`src/rtl/fir_out_serializer.sv`:
```
// Serial transmitter for FIR output samples: a small FIFO feeds an MSB-first
// shifter that holds each bit for CLK_DIV clocks and flags each word's MSB with frame_sync.
module fir_out_serializer #(
  parameter int WIDTH_data = 24,
  parameter int DEPTH      = 4,
  parameter int CLK_DIV    = 4
) (
  input  logic                         clk,
  input  logic                         rst,
  input  logic signed [WIDTH_data-1:0] d_in,
  input  logic                         d_valid,
  output logic                         ser_out,
  output logic                         frame_sync,
  output logic                         ser_active,
  output logic                         overflow,
  output logic [$clog2(DEPTH+1)-1:0]   fifo_level
);
  localparam int LW = $clog2(DEPTH+1);
  localparam int PW = (DEPTH > 1) ? $clog2(DEPTH) : 1;
  localparam int DW = (CLK_DIV > 1) ? $clog2(CLK_DIV) : 1;
  localparam int BW = (WIDTH_data > 1) ? $clog2(WIDTH_data) : 1;
  localparam logic [DW-1:0] DIV_LAST = DW'(CLK_DIV - 1);
  localparam logic [BW-1:0] BIT_TOP  = BW'(WIDTH_data - 1);

  typedef enum logic {IDLE, SHIFT} state_t;

  state_t                state_q, state_d;
  logic [WIDTH_data-1:0] mem_q [DEPTH];
  logic [PW-1:0]         wr_ptr_q, wr_ptr_d, rd_ptr_q, rd_ptr_d;
  logic [LW-1:0]         level_q, level_d;
  logic [WIDTH_data-1:0] shift_q, shift_d;
  logic [BW-1:0]         bit_cnt_q, bit_cnt_d;
  logic [DW-1:0]         div_cnt_q, div_cnt_d;
  logic                  ser_out_q, ser_out_d, frame_sync_q, frame_sync_d;
  logic                  ser_active_q, ser_active_d, overflow_q, overflow_d;
  logic                  full, empty, div_end, word_end, pop, push;

  always_comb begin
    full     = (level_q == LW'(DEPTH));
    empty    = (level_q == '0);
    div_end  = (div_cnt_q == DIV_LAST);
    word_end = (state_q == SHIFT) && div_end && (bit_cnt_q == '0);
    // A pop frees a slot on the same edge, so a full FIFO can still accept.
    pop      = !empty && ((state_q == IDLE) || word_end);
    push     = d_valid && (!full || pop);
  end

  always_comb begin
    state_d   = state_q;
    shift_d   = shift_q;
    bit_cnt_d = bit_cnt_q;
    div_cnt_d = div_cnt_q;
    wr_ptr_d  = push ? wr_ptr_q + PW'(1) : wr_ptr_q;
    rd_ptr_d  = pop  ? rd_ptr_q + PW'(1) : rd_ptr_q;
    level_d   = level_q;
    case ({push, pop})
      2'b10:   level_d = level_q + LW'(1);
      2'b01:   level_d = level_q - LW'(1);
      default: level_d = level_q;
    endcase
    if (pop) begin
      state_d   = SHIFT;
      shift_d   = mem_q[rd_ptr_q];
      bit_cnt_d = BIT_TOP;
      div_cnt_d = '0;
    end else if (state_q == SHIFT) begin
      if (!div_end) begin
        div_cnt_d = div_cnt_q + DW'(1);
      end else if (bit_cnt_q == '0) begin
        state_d = IDLE;
      end else begin
        shift_d   = {shift_q[WIDTH_data-2:0], 1'b0};
        bit_cnt_d = bit_cnt_q - BW'(1);
        div_cnt_d = '0;
      end
    end
    // Outputs are registered from next-state values so they line up with the shifter.
    ser_active_d = (state_d == SHIFT);
    ser_out_d    = ser_active_d && shift_d[WIDTH_data-1];
    frame_sync_d = ser_active_d && (bit_cnt_d == BIT_TOP);
    overflow_d   = d_valid && full && !pop;
  end

  always_ff @(posedge clk) begin
    if (push) mem_q[wr_ptr_q] <= d_in;
  end

  always_ff @(posedge clk or posedge rst) begin
    if (rst) begin
      state_q      <= IDLE;
      wr_ptr_q     <= '0;
      rd_ptr_q     <= '0;
      level_q      <= '0;
      shift_q      <= '0;
      bit_cnt_q    <= '0;
      div_cnt_q    <= '0;
      ser_out_q    <= 1'b0;
      frame_sync_q <= 1'b0;
      ser_active_q <= 1'b0;
      overflow_q   <= 1'b0;
    end else begin
      state_q      <= state_d;
      wr_ptr_q     <= wr_ptr_d;
      rd_ptr_q     <= rd_ptr_d;
      level_q      <= level_d;
      shift_q      <= shift_d;
      bit_cnt_q    <= bit_cnt_d;
      div_cnt_q    <= div_cnt_d;
      ser_out_q    <= ser_out_d;
      frame_sync_q <= frame_sync_d;
      ser_active_q <= ser_active_d;
      overflow_q   <= overflow_d;
    end
  end

  assign ser_out    = ser_out_q;
  assign frame_sync = frame_sync_q;
  assign ser_active = ser_active_q;
  assign overflow   = overflow_q;
  assign fifo_level = level_q;
endmodule

```
`config.mk`:
```
export PLATFORM = sky130hd
export DESIGN_NAME = fir_out_serializer
export DESIGN_NICKNAME = d
export VERILOG_FILES = /design/src/rtl/fir_out_serializer.sv
export SDC_FILE = /design/constraint.sdc
export NUM_CORES = 1
export LEC_CHECK = 0
export ABC_AREA = 1
export CAP_MARGIN = 15
export CORE_MARGIN = 2
export CORE_UTILIZATION = 40
export CTS_BUF_LIST = sky130_fd_sc_hd__clkbuf_8
export DETAILED_ROUTE_END_ITERATION = 6
export SETUP_SLACK_MARGIN = 0.3
export SYNTH_ARGS = -nofsm -noshare
export SYNTH_HDL_FRONTEND = slang
export SYNTH_SLANG_ARGS = --single-unit
export TNS_END_PERCENT = 50
```
`constraint.sdc`:
```
create_clock -name clk -period 8.4 [get_ports clk]
set_input_delay 1.68 -clock clk [delete_from_list [all_inputs] [get_ports clk]]
set_output_delay 1.68 -clock clk [all_outputs]
set_load 0.1 [all_outputs]
```
## Word-level counts from Yosys, hierarchy flattened

Memory sizes are Yosys's and may differ from the RTL's.
Index checks and enable logic that the tools add are counted.

- Register bits: 42
- Memory bits (writable): 96
- Output and inout port bits: 7
- Memories: 1

- Add/subtract/negate cells: 6
- Equality and inequality tests: 7
- Muxes and demuxes: 19
- Bitwise operators: 1
- Reduce and logical (&&, ||, !) cells: 20

Memories:

| memory | words | bits a word | read ports | clocked after Yosys merged registers in | write ports | RTL line | source |
|---|---|---|---|---|---|---|---|
| mem_q | 4 | 24 | 1 | 0 | 1 | 28 | `logic [WIDTH_data-1:0] mem_q [DEPTH];` |

Operators with widths:

| kind | number |
|---|---|
| 2-to-1 mux 24 bit | 4 |
| 2-to-1 mux 5 bit | 4 |
| logical AND 1 bit | 8 |
| 2-to-1 mux 2 bit | 4 |
| adder 2 x 1 -> 2 bit, second input constant | 3 |
| 2-to-1 mux 1 bit | 6 |
| one-hot mux 3 bit (2 select lines) | 1 |
| nonzero test 2 bit | 3 |
| == test 5 bit, second input constant | 1 |
| zero test 5 bit | 1 |
| subtractor 5 x 1 -> 5 bit, second input constant | 1 |
| == test 2 bit, second input constant | 2 |
| adder 3 x 1 -> 3 bit, second input constant | 1 |
| == test 3 bit, second input constant | 1 |
| zero test 1 bit | 3 |
| zero test 3 bit | 1 |
| inequality test 3 bit, second input constant | 1 |
| AND reduction 3 bit | 1 |
| subtractor 3 x 1 -> 3 bit, second input constant | 1 |
| == test 2 x 1 -> 1 bit, second input constant | 1 |
| logical OR 1 bit | 2 |
| inequality test 2 bit, second input constant | 1 |
| AND reduction 2 bit | 1 |
| NOT 1 bit | 1 |

## Depth between registers and ports, before layout

- Depth after elaboration: 9
- Gate-level depth with buffers: 15
- Depth with buffers taken out: 15

## Worst setup path after synthesis

OpenSTA, ideal clock, no wires.

- Kind: input -> register
- From: input d_valid
- To: memory mem_q[0][0] (enable)
- Arrival: 2805 ps
- Required time: 7995 ps
- Slack: 5190 ps
- Stages: 2
- Path buffers: 0
- Path through: nand2_2 > nor2_1

- Cells in the longest elaborated chain, start to end: 3

RTL lines:

| item | RTL line | source |
|---|---|---|
| from (decl) | 11 | `input logic d_valid,` |
| logical AND 1 bit | 45 | `push = d_valid && (!full \|\| pop);` |
| 2-to-1 mux 1 bit | 85 | `if (push) mem_q[wr_ptr_q] <= d_in;` |
| 2-to-1 mux 1 bit (not written as such) | 85 |  |
| to (decl) | 28 |  |

Every way passes these cells.

## Worst setup path in the final report

- From: register ser_active_q (netlist: ser_active)
- To: output ser_active

RTL lines:

| item | RTL line | source |
|---|---|---|
| from (decl) | 35 | `logic ser_active_q, ser_active_d, overflow_q, overflow_d;` |
| from (signal assigned) | 111 | `ser_active_q <= ser_active_d;` |
| to (decl) | 14 | `output logic ser_active,` |

No word-level cell between the ends.

==> metrics.txt <==
# TYPE chip_impl_metric gauge
chip_impl_metric{name="final_hold_viol_count",unit=""} 0
chip_impl_metric{name="cts-buffers-inserted",unit=""} 17
chip_impl_info{name="timing.critical_path.to_type",value="output port"} 1
chip_impl_metric{name="syn_area",unit="mm²"} 0.00560
chip_impl_metric{name="synthesized_netlist_cell_count",unit=""} 477
chip_impl_metric{name="gp_congestion",unit=""} 0.793
chip_impl_metric{name="async_flop_share",unit="%"} 30.4
chip_impl_metric{name="numPortBuffers",unit=""} 33
chip_impl_metric{name="syn_to_final_growth",unit="%"} 16.7
chip_impl_metric{name="stdcell_count",unit=""} 705
chip_impl_metric{name="cts-hold-fix-buffers",unit=""} 0
chip_impl_metric{name="ys_seq_area_share",unit="%"} 70.2
chip_impl_metric{name="power_density",unit="mW/mm²"} 263
chip_impl_info{name="synth_largest_area_cell",value="sky130_fd_sc_hd__edfxtp_1"} 1
chip_impl_metric{name="finClkSkew",unit="ns"} 0.00997
chip_impl_metric{name="maxCapViolations",unit=""} 0
chip_impl_metric{name="syn_nets",unit=""} 511
chip_impl_metric{name="initial_utilization",unit="%"} 40.7
chip_impl_metric{name="io_pins",unit=""} 34
chip_impl_info{name="timing.critical_path.max_delay_family",value="buffers and inverters"} 1
chip_impl_metric{name="first_global_vias",unit=""} 3375
chip_impl_metric{name="routed-via-count",unit=""} 3558
chip_impl_metric{name="irDropWorstVdd",unit="V"} 0.000104
chip_impl_metric{name="clock_latency",unit="ns"} 0.44
chip_impl_metric{name="p_leak",unit="nW"} 2.52
chip_impl_metric{name="die_width",unit="µm"} 122
chip_impl_info{name="outcome",value="finished, final reports clean"} 1
chip_impl_info{name="critical_path_cell_by_cell",value="clkdlybuf4s50_1"} 1
chip_impl_metric{name="placed_cells_incl_taps",unit=""} 673
chip_impl_metric{name="floorplan.die_area",unit="mm²"} 0.0150
chip_impl_metric{name="drt-initial-drc-count",unit=""} 232
chip_impl_metric{name="clock_tree.buffer_depth",unit=""} 2
chip_impl_metric{name="fmaxAchievable",unit="MHz"} 262
chip_impl_metric{name="setup_slack",unit="ns"} 4.58
chip_impl_metric{name="worst_pin_slew",unit="ns"} 0.960
chip_impl_metric{name="ys.warnings.count",unit=""} 0
chip_impl_metric{name="nNetsFinal",unit=""} 546
chip_impl_metric{name="drt_pre_antenna_iters",unit=""} 4
chip_impl_info{name="dominantRegCellSynth",value="sky130_fd_sc_hd__edfxtp_1"} 1
chip_impl_metric{name="synth_seq_cells",unit=""} 138
chip_impl_metric{name="dieHeight",unit="µm"} 122
chip_impl_metric{name="cts_num_sinks",unit=""} 138
chip_impl_metric{name="avgViaCountPerCell",unit=""} 5.05
chip_impl_metric{name="finalWirelength",unit="µm"} 10800
chip_impl_metric{name="route.detailed.wl_per_inst",unit="µm"} 15.3
chip_impl_metric{name="path_clk_slew",unit="ns"} 0.07
chip_impl_info{name="synth_top_cells_by_count",value="sky130_fd_sc_hd__edfxtp_1, sky130_fd_sc_hd__nor2_1, sky130_fd_sc_hd__nand2_1, sky130_fd_sc_hd__nand3_1, sky130_fd_sc_hd__o21ai_0"} 1
chip_impl_metric{name="cts-htree-levels",unit=""} 4
chip_impl_metric{name="placement.setup.worst_slack",unit="ns"} 5.06
chip_impl_metric{name="wire_length_of_the_first_global_routing_pass",unit="µm"} 17500
chip_impl_metric{name="synth_edf_count",unit=""} 96
chip_impl_metric{name="post-cts-setup-buffers",unit=""} 0
chip_impl_metric{name="syn-mean-instance-area",unit="µm²"} 11.7
chip_impl_metric{name="filler_instances",unit=""} 1296
chip_impl_metric{name="n_antenna_cell",unit=""} 0
chip_impl_info{name="tritoncts",value="yes"} 1
chip_impl_metric{name="post_synth_num_cell_types",unit=""} 31
chip_impl_metric{name="final-seq-area",unit="mm²"} 0.00393
chip_impl_info{name="rsz0062_at_grt",value="false"} 1
chip_impl_metric{name="grt_max_degree",unit=""} 51
chip_impl_metric{name="overflow",unit=""} 0
chip_impl_metric{name="final_period_minus_worst_setup_slack",unit="ns"} 3.82
chip_impl_metric{name="slowest_delay",unit="ns"} 1.19
chip_impl_metric{name="cp_max_fo",unit=""} 8
chip_impl_info{name="synth.most_common_cell",value="sky130_fd_sc_hd__edfxtp_1"} 1
chip_impl_metric{name="critical_path_arrival",unit="ns"} 2.14
chip_impl_metric{name="worst-path-buf-inv",unit=""} 1
chip_impl_info{name="min-delay-path-class",value="flop to flop"} 1
chip_impl_metric{name="final_setup_violation_count",unit=""} 0
chip_impl_info{name="critical_path.startpoint_type",value="flop"} 1
chip_impl_metric{name="layout_worst_path_cycle_share",unit="%"} 45.5
chip_impl_metric{name="post_cts_resized",unit=""} 0
chip_impl_metric{name="drive_gt1_share",unit="%"} 10.7
chip_impl_metric{name="finalMaxSlewViolations",unit=""} 0
chip_impl_metric{name="drcViolationCount",unit=""} 0
chip_impl_info{name="ctsRootBufferMaster",value="sky130_fd_sc_hd__clkbuf_8"} 1
chip_impl_metric{name="grt_antenna_before_repair",unit=""} 0
chip_impl_metric{name="final.setup.tns",unit="ns"} 0
chip_impl_metric{name="number_of_rows_created_at_floorplan",unit=""} 43
chip_impl_metric{name="synth.top_cell.area_share",unit="%"} 51.5
chip_impl_metric{name="post_detailed_placement_half_perimeter_wirelength",unit="µm"} 6570
chip_impl_metric{name="timing.critical_path.required",unit="ns"} 6.72
chip_impl_metric{name="antenna_left",unit=""} 0
chip_impl_info{name="crit_type",value="flop to output port"} 1
chip_impl_metric{name="multi_input_area",unit="mm²"} 0.00144
chip_impl_metric{name="slew-limit-headroom",unit="%"} 35.8
chip_impl_info{name="cp_slowest_cell",value="sky130_fd_sc_hd__clkdlybuf4s50_1"} 1
chip_impl_metric{name="core",unit="mm²"} 0.0138
chip_impl_metric{name="overall_fraction_of_global_route_tracks_in_use",unit="%"} 15.6
chip_impl_info{name="ys_top_cells_by_area",value="sky130_fd_sc_hd__edfxtp_1, sky130_fd_sc_hd__dfrtp_1, sky130_fd_sc_hd__nand3_1"} 1
chip_impl_metric{name="finish.utilization",unit="%"} 47.5
power breakdown:
part / internal (mW) / switching (mW) / leakage [nW] / total [mW]
clock network: 0.348 / 0.242 / 0.224 / 0.590
logic: 0.0684 / 0.189 / 0.896 / 0.257
registers: 0.843 / 0.0270 / 1.40 / 0.870
total: 1.26 / 0.458 / 2.52 / 1.72
routing by layer:
layer  up-vias  routed length, µm  track usage [%]
met4         0                 81             6.11
met5         -                  0                0
met2        72               5300             23.5
met3         5                502             3.76
li1       1735                  -                -
met1      1746               4910             21.8
area by class of cell:
cell class / count / share of cell area, %
repair buffers: 40 / 5.86
inverters: 32 / 1.84
flip-flops and latches: 138 / 60.2
well taps: 180 / 3.44
clock inverters: 15 / 3.16
clock buffers: 17 / 3.58
multi-input cells: 283 / 22.0
kinds of logic (layout without fill, tap and decap cells):
group / after synthesis / in the layout / synth area share, %
and+or+nand+nor: 186 / 186 / 14.5
DFF: 138 / 138 / 70.2
xor gates and xnor gates: 4 / 4 / 0.625
adders and majority gates: 7 / 7 / 1.70
AOI/OAI and AO/OA: 86 / 86 / 8.66
buffers and inverters: 56 / 104 / 4.33
stage by stage:
step | power, mW | hold slack, ns | area, µm²
floorplan | 1.05 | 0.451 | 5600
global placement | 1.14 | 0.470 | 6100
detailed placement | 1.15 | 0.488 | 6100
CTS | 1.74 | 0.500 | 6540
global route | 1.80 | 0.507 | 6540
finish | 1.72 | 0.492 | 6540
layout by cell type, fill, tap and decap left out, types with 3 or more instances in the layout:
| cell | Yosys | final |
|---|---|---|
| sky130_fd_sc_hd__inv_1 | 29 | 29 |
| sky130_fd_sc_hd__clkbuf_8 | 0 | 17 |
| sky130_fd_sc_hd__xor2_1 | 3 | 3 |
| sky130_fd_sc_hd__dfrtp_1 | 42 | 42 |
| sky130_fd_sc_hd__ha_1 | 6 | 6 |
| sky130_fd_sc_hd__nand2_1 | 61 | 61 |
| sky130_fd_sc_hd__nand3_1 | 48 | 48 |
| sky130_fd_sc_hd__o22ai_1 | 23 | 23 |
| sky130_fd_sc_hd__o21ai_0 | 47 | 47 |
| sky130_fd_sc_hd__nand2_2 | 5 | 5 |
| sky130_fd_sc_hd__nor2_2 | 2 | 6 |
| sky130_fd_sc_hd__clkinv_2 | 0 | 5 |
| sky130_fd_sc_hd__bufinv_16 | 0 | 5 |
| sky130_fd_sc_hd__buf_4 | 1 | 7 |
| sky130_fd_sc_hd__nor2_1 | 63 | 59 |
| sky130_fd_sc_hd__o21ai_1 | 7 | 7 |
| sky130_fd_sc_hd__clkdlybuf4s50_1 | 0 | 33 |
| sky130_fd_sc_hd__inv_2 | 3 | 3 |
| sky130_fd_sc_hd__edfxtp_1 | 96 | 96 |
sequential cells by signal, indices dropped and copies added, names as in the netlist:
register and count:
mem_q 96, shift_q 24, bit_cnt_q 5, fifo_level 3, div_cnt_q 2, rd_ptr_q 2
wr_ptr_q 2, frame_sync 1, overflow 1, ser_active 1, ser_out 1
worst paths after layout:
kind,cells after the start,end,slack [ns],startpoint
min in group asynchronous,3,shift_q[9],1.67,rst
hold reg to reg,1,fifo_level[0],0.49,fifo_level[0]
setup reg to reg,12,shift_q[23],6.03,bit_cnt_q[0]
hold / removal,1,fifo_level[0],0.49,fifo_level[0]
max in group asynchronous,3,shift_q[18],6.35,rst
setup / recovery,1,ser_active,4.58,ser_active
(Power assumes the default switching activity.)
